--- src/rtl/riscv_pkg.sv ---
// Shared RISC-V immediate-format encodings and per-format immediate range limits.
// B/J maxima are the largest even offsets; their minima are naturally even.
package riscv_pkg;

    typedef enum logic [1:0] {
        IMM_I = 2'b00,
        IMM_S = 2'b01,
        IMM_B = 2'b10,
        IMM_J = 2'b11
    } imm_src_e;

    localparam logic signed [31:0] IMM_IS_MIN = -32'sd2048;
    localparam logic signed [31:0] IMM_IS_MAX =  32'sd2047;
    localparam logic signed [31:0] IMM_B_MIN  = -32'sd4096;
    localparam logic signed [31:0] IMM_B_MAX  =  32'sd4094;
    localparam logic signed [31:0] IMM_J_MIN  = -32'sd1048576;
    localparam logic signed [31:0] IMM_J_MAX  =  32'sd1048574;

endpackage

--- src/rtl/imm_pack_fmt.sv ---
// Scatters a signed immediate into the I/S/B/J fields of an instruction word and flags
// immediates that do not fit; combinational, no latency, no flow control.
module imm_pack_fmt
    import riscv_pkg::*;
(
    input  logic [31:0] base,
    input  logic [31:0] imm,
    input  logic [1:0]  src,
    output logic [31:0] instr,
    output logic        err
);

    logic signed [31:0] imm_s;
    assign imm_s = imm;

    always_comb begin
        instr = base;
        err   = 1'b0;
        case (imm_src_e'(src))
            IMM_I: begin
                instr[31:20] = imm[11:0];
                err          = (imm_s < IMM_IS_MIN) || (imm_s > IMM_IS_MAX);
            end
            IMM_S: begin
                instr[31:25] = imm[11:5];
                instr[11:7]  = imm[4:0];
                err          = (imm_s < IMM_IS_MIN) || (imm_s > IMM_IS_MAX);
            end
            IMM_B: begin
                instr[31]    = imm[12];
                instr[30:25] = imm[10:5];
                instr[11:8]  = imm[4:1];
                instr[7]     = imm[11];
                err          = (imm_s < IMM_B_MIN) || (imm_s > IMM_B_MAX) || imm[0];
            end
            default: begin
                // J format
                instr[31]    = imm[20];
                instr[30:21] = imm[10:1];
                instr[20]    = imm[11];
                instr[19:12] = imm[19:12];
                err          = (imm_s < IMM_J_MIN) || (imm_s > IMM_J_MAX) || imm[0];
            end
        endcase
    end

endmodule

--- src/rtl/imm_packer.sv ---
// Streams instruction words through an immediate packer, tagging each with a word address.
// Latency 2 cycles accept->out_valid; full-rate, in_ready drops only when both stages hold
// data and out_ready is low. IMM_PACKER_ERR_CNT_EN adds a saturating err_cnt output.
module imm_packer
    import riscv_pkg::*;
#(
    parameter int                ADDR_W    = 32,
    parameter logic [ADDR_W-1:0] BASE_ADDR = '0
) (
    input  logic              clk,
    input  logic              rst_n,
    input  logic              clr,
    input  logic              in_valid,
    output logic              in_ready,
    input  logic [31:0]       in_base,
    input  logic [31:0]       in_imm,
    input  logic [1:0]        in_imm_src,
    output logic              out_valid,
    input  logic              out_ready,
    output logic [31:0]       out_instr,
    output logic [ADDR_W-1:0] out_addr,
    output logic              out_err
`ifdef IMM_PACKER_ERR_CNT_EN
    ,
    output logic [15:0]       err_cnt
`endif
);

    logic [31:0]       fmt_instr;
    logic              fmt_err;

    logic              a_vld_q, a_vld_d;
    logic [31:0]       a_instr_q, a_instr_d;
    logic              a_err_q, a_err_d;
    logic              b_vld_q, b_vld_d;
    logic [31:0]       b_instr_q, b_instr_d;
    logic              b_err_q, b_err_d;
    logic [ADDR_W-1:0] addr_q, addr_d;
    logic              in_acc, b_load, out_fire;

    imm_pack_fmt u_fmt (
        .base  (in_base),
        .imm   (in_imm),
        .src   (in_imm_src),
        .instr (fmt_instr),
        .err   (fmt_err)
    );

    // in_ready is forced low while reset is asserted; clr always advertises ready.
    assign in_ready  = rst_n && (clr || !a_vld_q || !b_vld_q || out_ready);
    assign in_acc    = in_valid && in_ready && !clr;
    assign b_load    = a_vld_q && (!b_vld_q || out_ready);
    assign out_fire  = b_vld_q && out_ready;

    assign out_valid = b_vld_q;
    assign out_instr = b_instr_q;
    assign out_err   = b_err_q;
    assign out_addr  = addr_q;

    always_comb begin
        a_vld_d   = a_vld_q;
        a_instr_d = a_instr_q;
        a_err_d   = a_err_q;
        b_vld_d   = b_vld_q;
        b_instr_d = b_instr_q;
        b_err_d   = b_err_q;
        addr_d    = addr_q;
        if (clr) begin
            a_vld_d   = 1'b0;
            b_vld_d   = 1'b0;
            b_instr_d = '0;
            b_err_d   = 1'b0;
            addr_d    = BASE_ADDR;
        end else begin
            if (out_fire) begin
                b_vld_d = 1'b0;
                addr_d  = addr_q + ADDR_W'(4);
            end
            if (b_load) begin
                b_vld_d   = 1'b1;
                b_instr_d = a_instr_q;
                b_err_d   = a_err_q;
                a_vld_d   = 1'b0;
            end
            if (in_acc) begin
                a_vld_d   = 1'b1;
                a_instr_d = fmt_instr;
                a_err_d   = fmt_err;
            end
        end
    end

    always_ff @(posedge clk) begin
        if (!rst_n) begin
            a_vld_q   <= 1'b0;
            a_instr_q <= '0;
            a_err_q   <= 1'b0;
            b_vld_q   <= 1'b0;
            b_instr_q <= '0;
            b_err_q   <= 1'b0;
            addr_q    <= BASE_ADDR;
        end else begin
            a_vld_q   <= a_vld_d;
            a_instr_q <= a_instr_d;
            a_err_q   <= a_err_d;
            b_vld_q   <= b_vld_d;
            b_instr_q <= b_instr_d;
            b_err_q   <= b_err_d;
            addr_q    <= addr_d;
        end
    end

`ifdef IMM_PACKER_ERR_CNT_EN
    logic [15:0] err_cnt_q, err_cnt_d;

    always_comb begin
        err_cnt_d = err_cnt_q;
        if (clr) begin
            err_cnt_d = '0;
        end else if (out_fire && b_err_q && (err_cnt_q != 16'hFFFF)) begin
            err_cnt_d = err_cnt_q + 16'd1;
        end
    end

    always_ff @(posedge clk) begin
        if (!rst_n) begin
            err_cnt_q <= '0;
        end else begin
            err_cnt_q <= err_cnt_d;
        end
    end

    assign err_cnt = err_cnt_q;
`endif

endmodule
--- config.mk ---
export PLATFORM = sky130hd
export DESIGN_NAME = imm_packer
export DESIGN_NICKNAME = d
export VERILOG_FILES = /design/src/rtl/riscv_pkg.sv /design/src/rtl/imm_pack_fmt.sv /design/src/rtl/imm_packer.sv
export SDC_FILE = /design/constraint.sdc
export NUM_CORES = 1
export LEC_CHECK = 0
export BUFFER_PORTS_ARGS = -buffer_cell sky130_fd_sc_hd__buf_4
export CORE_MARGIN = 2
export CORE_UTILIZATION = 40
export CTS_CLUSTER_DIAMETER = 200
export DETAILED_ROUTE_END_ITERATION = 7
export GPL_ROUTABILITY_DRIVEN = 0
export GPL_TIMING_DRIVEN = 0
export PLACE_DENSITY = 0.61
export RECOVER_POWER = 100
export REMOVE_ABC_BUFFERS = 1
export SETUP_SLACK_MARGIN = 0.05
export SYNTH_ARGS = -nofsm -noshare
export SYNTH_HDL_FRONTEND = slang
export SYNTH_HIERARCHICAL = 1
export SYNTH_SLANG_ARGS = --single-unit
--- constraint.sdc ---
create_clock -name clk -period 1.95 [get_ports clk]
set_input_delay 0.0975 -clock clk [delete_from_list [all_inputs] [get_ports clk]]
set_output_delay 0.0975 -clock clk [all_outputs]
set_load 0.005 [all_outputs]
Yosys cells after proc, flatten, opt, wreduce, memory -nomap -nowiden
Index checks and enable logic that the tools add are counted.

cells by class
  add/subtract/negate cells = 1
  multiply operators = 0
  divide/modulo/power cells = 0
  $lt $le $gt $ge = 6
  eq/ne operators = 2
  shifts and indexed selects = 0
  muxes and demuxes = 9
  bitwise gates (word level) = 2
  reduce and logical (&&, ||, !) cells = 25

operator list
  kind                                                                                count
  32-bit by 3-bit adder with 32-bit output (second input constant)                    1
  32-bit by 12-bit greater-than comparator with 1-bit output (second input constant)  1
  32-bit by 13-bit greater-than comparator with 1-bit output (second input constant)  1
  32-bit by 21-bit greater-than comparator with 1-bit output (second input constant)  1
  32-bit by 12-bit < comparator with 1-bit output (second input constant)             1
  32-bit by 13-bit < comparator with 1-bit output (second input constant)             1
  32-bit by 21-bit < comparator with 1-bit output (second input constant)             1
  5-bit one-hot mux with 2 select lines                                               2
  7-bit one-hot mux with 2 select lines                                               1
  1-bit logical OR                                                                    9
  8-bit two-way mux                                                                   1
  2-bit OR reduction                                                                  3
  1-bit logical AND                                                                   5
  1-bit two-way mux                                                                   4
  2-bit nonzero test                                                                  2
  1-bit zero test                                                                     3
  3-bit OR reduction                                                                  1
  2-bit by 1-bit == test with 1-bit output (second input constant)                    1
  2-bit == test (second input constant)                                               1
  2-bit zero test                                                                     1
  1-bit inverter                                                                      2
  1-bit one-hot mux with 2 select lines                                               1
  2-bit AND reduction                                                                 1

storage, ports and cells
  register bits after elaboration = 100
  latch bits = 0
  memory bits (writable) = 0
  memory bits (read-only) = 0
  input port bits = 71
  output and inout port bits = 67
  memories kept = 0

Longest topological paths before layout
  word-level depth = 8
  mapped depth = 7
  gate-level depth less buffers = 7

Hierarchy
Netlist, hierarchy kept.

modules (own cells, without submodules)
  module        times used  cells each  area each (um2)  sequential area each (um2)
  imm_packer    1           466         3873.7           1961.9
  imm_pack_fmt  1           85          568.0            0.0

Least setup slack after synthesis
Ideal clock, no wire load.

  path kind = register to register
  start = register addr_q[2] (netlist: out_addr[2])
  end = register addr_q[26] (netlist: out_addr[26])
  library setup time = 70 ps
  arrival = 1609 ps
  data required time = 1880 ps
  setup slack = 271 ps
  cell stages (with the launch flop) = 6
  buffers on the path = 0
  clock period less this slack = 1679 ps
  cell sequence = dfxtp_1 ha_1 and3_1 nand4_4 or4_1 a21oi_1

between the ends
  longest elaborated chain between the ends = 1

RTL lines
  what                                      RTL line           text
  from (decl)                               imm_packer.sv:38   logic [ADDR_W-1:0] addr_q, addr_d;
  from (signal assigned)                    imm_packer.sv:109  addr_q <= addr_d;
  32-bit by 3-bit adder with 32-bit output  imm_packer.sv:77   addr_d = addr_q + ADDR_W'(4);

Every way passes these cells.
A chain may end at the register's enable or synchronous reset.

Worst setup path in the final report
  start = register addr_q[2] (netlist: out_addr[2])
  end = register addr_q[20] (netlist: out_addr[20])

The elaborated chain is that of the path after synthesis.

==> flow_metrics.py <==
metrics = {
    "sta": {
        "report.final.slew_viol_count": 0,
        "hold_slack_ns": 0.0372,
        "finalHoldViolations": 0,
        "worstMarginPinSlew_ns": 1.25,
        "fmax_mhz": 554,
        "max_slew_margin_pct": 16.5,
        "rsz0062_at_grt": "no",
        "fin_crit_ns": 1.80,
        "clock_skew_ns": 0.0111,
        "timing.final.crit_share_pct": 92.6,
        "tns_ns": 0,
        "setup_viol": 0,
    },
    "floorplanning": {
        "rows": 38,
        "start_util_pct": 41.0,
        "die_area_um2": 12000,
        "die_w_um": 109,
        "coreArea_um2": 10800,
        "dieHeight_um": 109,
        "io_pins": 138,
    },
    "synth": {
        "synth_top_area_cell": "dfxtp_1",
        "syn_avg_cell_area_um2": 8.06,
        "synthesis.instances": 551,
        "synth.cell_area_um2": 4440,
        "synth_cell_types": 40,
        "ys_seq_elements": 98,
        "synth_top_area_share_pct": 44.2,
        "yosysSeqAreaShare_pct": 44.2,
        "synth_area_leaders": "dfxtp_1 44%, nand2_1 13%, a21oi_1 5.7%",
        "yosysWarnings": 6,
    },
    "place": {
        "place_area_um2": 5350,
        "placedCellCount": 773,
        "io_buffers": 128,
        "dp_hpwl_mm": 7.72,
    },
    "routing": {
        "ant_nets": 0,
        "drcViolationCount": 0,
        "drt_iter0_drc": 246,
        "wl_per_cell_um": 14.1,
        "drt-pass1-iter-count": 5,
        "drt_wl_total_mm": 11.3,
        "vias": 4118,
        "viasPerCell": 5.12,
    },
    "layout": {
        "area_growth_syn_to_layout_pct": 28.9,
        "multi_input_area_um2": 2230,
        "seq_area_um2": 1960,
        "drive_gt1_share_pct": 23.3,
        "fillCellCount": 1068,
        "final_area_um2": 5730,
        "insertedDiodeCount": 0,
        "nets": 736,
        "stdcell_count": 805,
    },
    "worst_setup_path": {
        "required_ns": 2.23,
        "r2r_end": "out_addr[20]",
        "crit_type": "reg -> reg",
        "reg2regPathDepth": 6,
        "timing.rr.start": "out_addr[2]",
        "start_kind": "flip-flop",
        "r2r_setup_slack_ns": 0.15,
        "crit_path_max_fanout": 8,
        "cp_cell_sequence": "ha_4 -> and3_1 -> nand4_4 -> clkbuf_2 -> or3_1 -> a21oi_1",
        "crit_arrival_ns": 2.08,
        "crit_path_top_delay_cell": "dfxtp_1",
        "critical_path.endpoint_type": "flip-flop",
        "critPathMaxStageDelay_ns": 0.46,
    },
    "min_path": {
        "holdPathStages": 3,
        "hold_class": "in -> reg",
        "worst_hold_path.endpoint": "out_addr[25]",
        "holdCritStartpoint": "clr",
    },
    "clocking": {
        "clk_pin_slew_worst_paths_ns": 0.09,
        "cts_buffers": 9,
        "clockBufferDepth": 2,
        "cts_tree": "yes",
        "clock-sinks": 98,
        "cts_root_buf": "clkbuf_8",
        "htree_levels": 3,
        "clock_latency_ns": 0.37,
    },
    "pwr": {
        "ir_drop_v": 0.000308,
        "leakagePower_nw": 2.11,
        "power_density_nw_per_um2": 689,
    },
    "global_route": {
        "grt.total_usage_pct": 19.1,
        "grt_max_degree": 37,
        "grt_pass1_wl_mm": 17.9,
        "grt_overflow": 0,
        "antenna_found_initial": 0,
        "first_global_vias": 3717,
    },
    "run_status": {
        "status": "finished clean",
    },
    "run": {
        "cap_violations": 0,
    },
}
-- layout make-up --
class / instances / area share [%]
tap: 140 / 3.06
clock buffer: 11 / 2.29
multi-input combinational: 398 / 39.0
sequential: 98 / 34.3
clock inverter: 5 / 1.79
timing repair buffer: 145 / 19.0
inverter: 8 / 0.524
-- registers in the layout (all words and copies together), names as in the netlist --
register / cells
a_vld_q: 1
a_instr_q: 32
out_addr: 30
out_valid: 1
out_err: 1
out_instr: 32
a_err_q: 1
-- cell usage after synthesis, drive strengths merged --
| cell | n |
|---|---|
| and3 | 5 |
| conb | 1 |
| or3 | 7 |
| ha | 5 |
| or4b | 1 |
| a21boi | 33 |
| mux2 | 8 |
| nand2 | 151 |
| inv | 8 |
| or2 | 2 |
| o31ai | 7 |
| nor4 | 4 |
| nand3 | 15 |
| xor2 | 11 |
| nor2 | 17 |
| dfxtp | 98 |
| a21oi | 51 |
| nor3 | 8 |
| o22ai | 4 |
| buf | 27 |
| or4 | 7 |
| clkbuf | 21 |
| o21a | 5 |
| o21ai | 11 |
| xnor2 | 1 |
| nand2b | 2 |
| nor2b | 4 |
| nand4 | 18 |
| a22oi | 4 |
| nand3b | 1 |
| and4 | 6 |
| o211ai | 1 |
| and2 | 3 |
| a22o | 4 |
-- how the worst max path moves through the flow --
stage / cells past startpoint / end / start
5_1_grt: 6 / out_addr[20] / out_addr[2]
4_1_cts: 4 / out_instr[4] / out_valid
2_1_floorplan: 4 / out_err / out_valid
3_3_place_gp: 4 / out_instr[24] / out_valid
3_5_place_dp: 5 / a_instr_q[0] / rst_n
6_report: 6 / out_addr[20] / out_addr[2]
-- power breakdown --
group | total [mW] | internal [mW] | switching, mW
Clock | 1.55 | 0.852 | 0.701
Sequential | 2.04 | 2.03 | 0.0137
Combinational | 0.351 | 0.176 | 0.175
-- kinds of logic after synthesis --
logic type | synth area share, %
AO/OA/AOI/OAI | 16.8
XOR/XNOR | 2.37
adder cells (fa/ha/maj) | 1.41
buffers and inverters | 6.68
flip-flops | 44.2
multiplexers | 2.03
other | 0.0844
AND/OR/NAND/NOR | 26.5
-- repair_timing --
item | CTS | global route
hold endpoints to repair | 14 | 0
setup buffers | 2 | 0
hold buffers | 14 | 0
cloned | 0 | 0
gates resized for setup | 7 | 5
endpoints found under the setup margin | 73 | 38
-- critical path, delay by kind of cell, from the launching register on --
kind            cells  cell delay, ns
buf+inv             1            0.21
compound gates      1            0.14
flops               1            0.46
simple gates        3            0.72
fa+ha+maj           1            0.21
-- cell usage in the layout, fill, tap and decap left out, types with 9 or more instances in the layout --
cell,instances
nand2_1,149
dfxtp_1,97
buf_4,66
a21oi_1,51
clkbuf_4,51
a21boi_0,33
nor2_1,17
nand4_1,16
nand3_1,14
clkbuf_1,14
dlygate4sd3_1,14
o21ai_0,11
xor2_1,11
clkbuf_8,9
-- metal layers --
metal | vias up | wire, um | track usage (%)
met5 | - | 0 | 0
met4 | 0 | 181 | 7.23
met3 | 14 | 705 | 4.56
met2 | 132 | 5110 | 29.7
met1 | 1873 | 5330 | 25.7
li1 | 2099 | - | -
-- metrics by stage --
| stage | total power [mW] | worst slack [ns] | utilization [%] |
|---|---|---|---|
| 2_1_floorplan | 2.23 | 0.000911 | - |
| 3_3_place_gp | 2.41 | -1.00 | 49.0 |
| 3_5_place_dp | 2.42 | -0.437 | 49.3 |
| 4_1_cts | 4.00 | 0.0656 | 53.1 |
| 5_1_grt | 4.13 | 0.0396 | 52.8 |
| 6_report | 3.94 | 0.145 | 52.8 |
No activity file was read; power rests on OpenSTA's default activity.
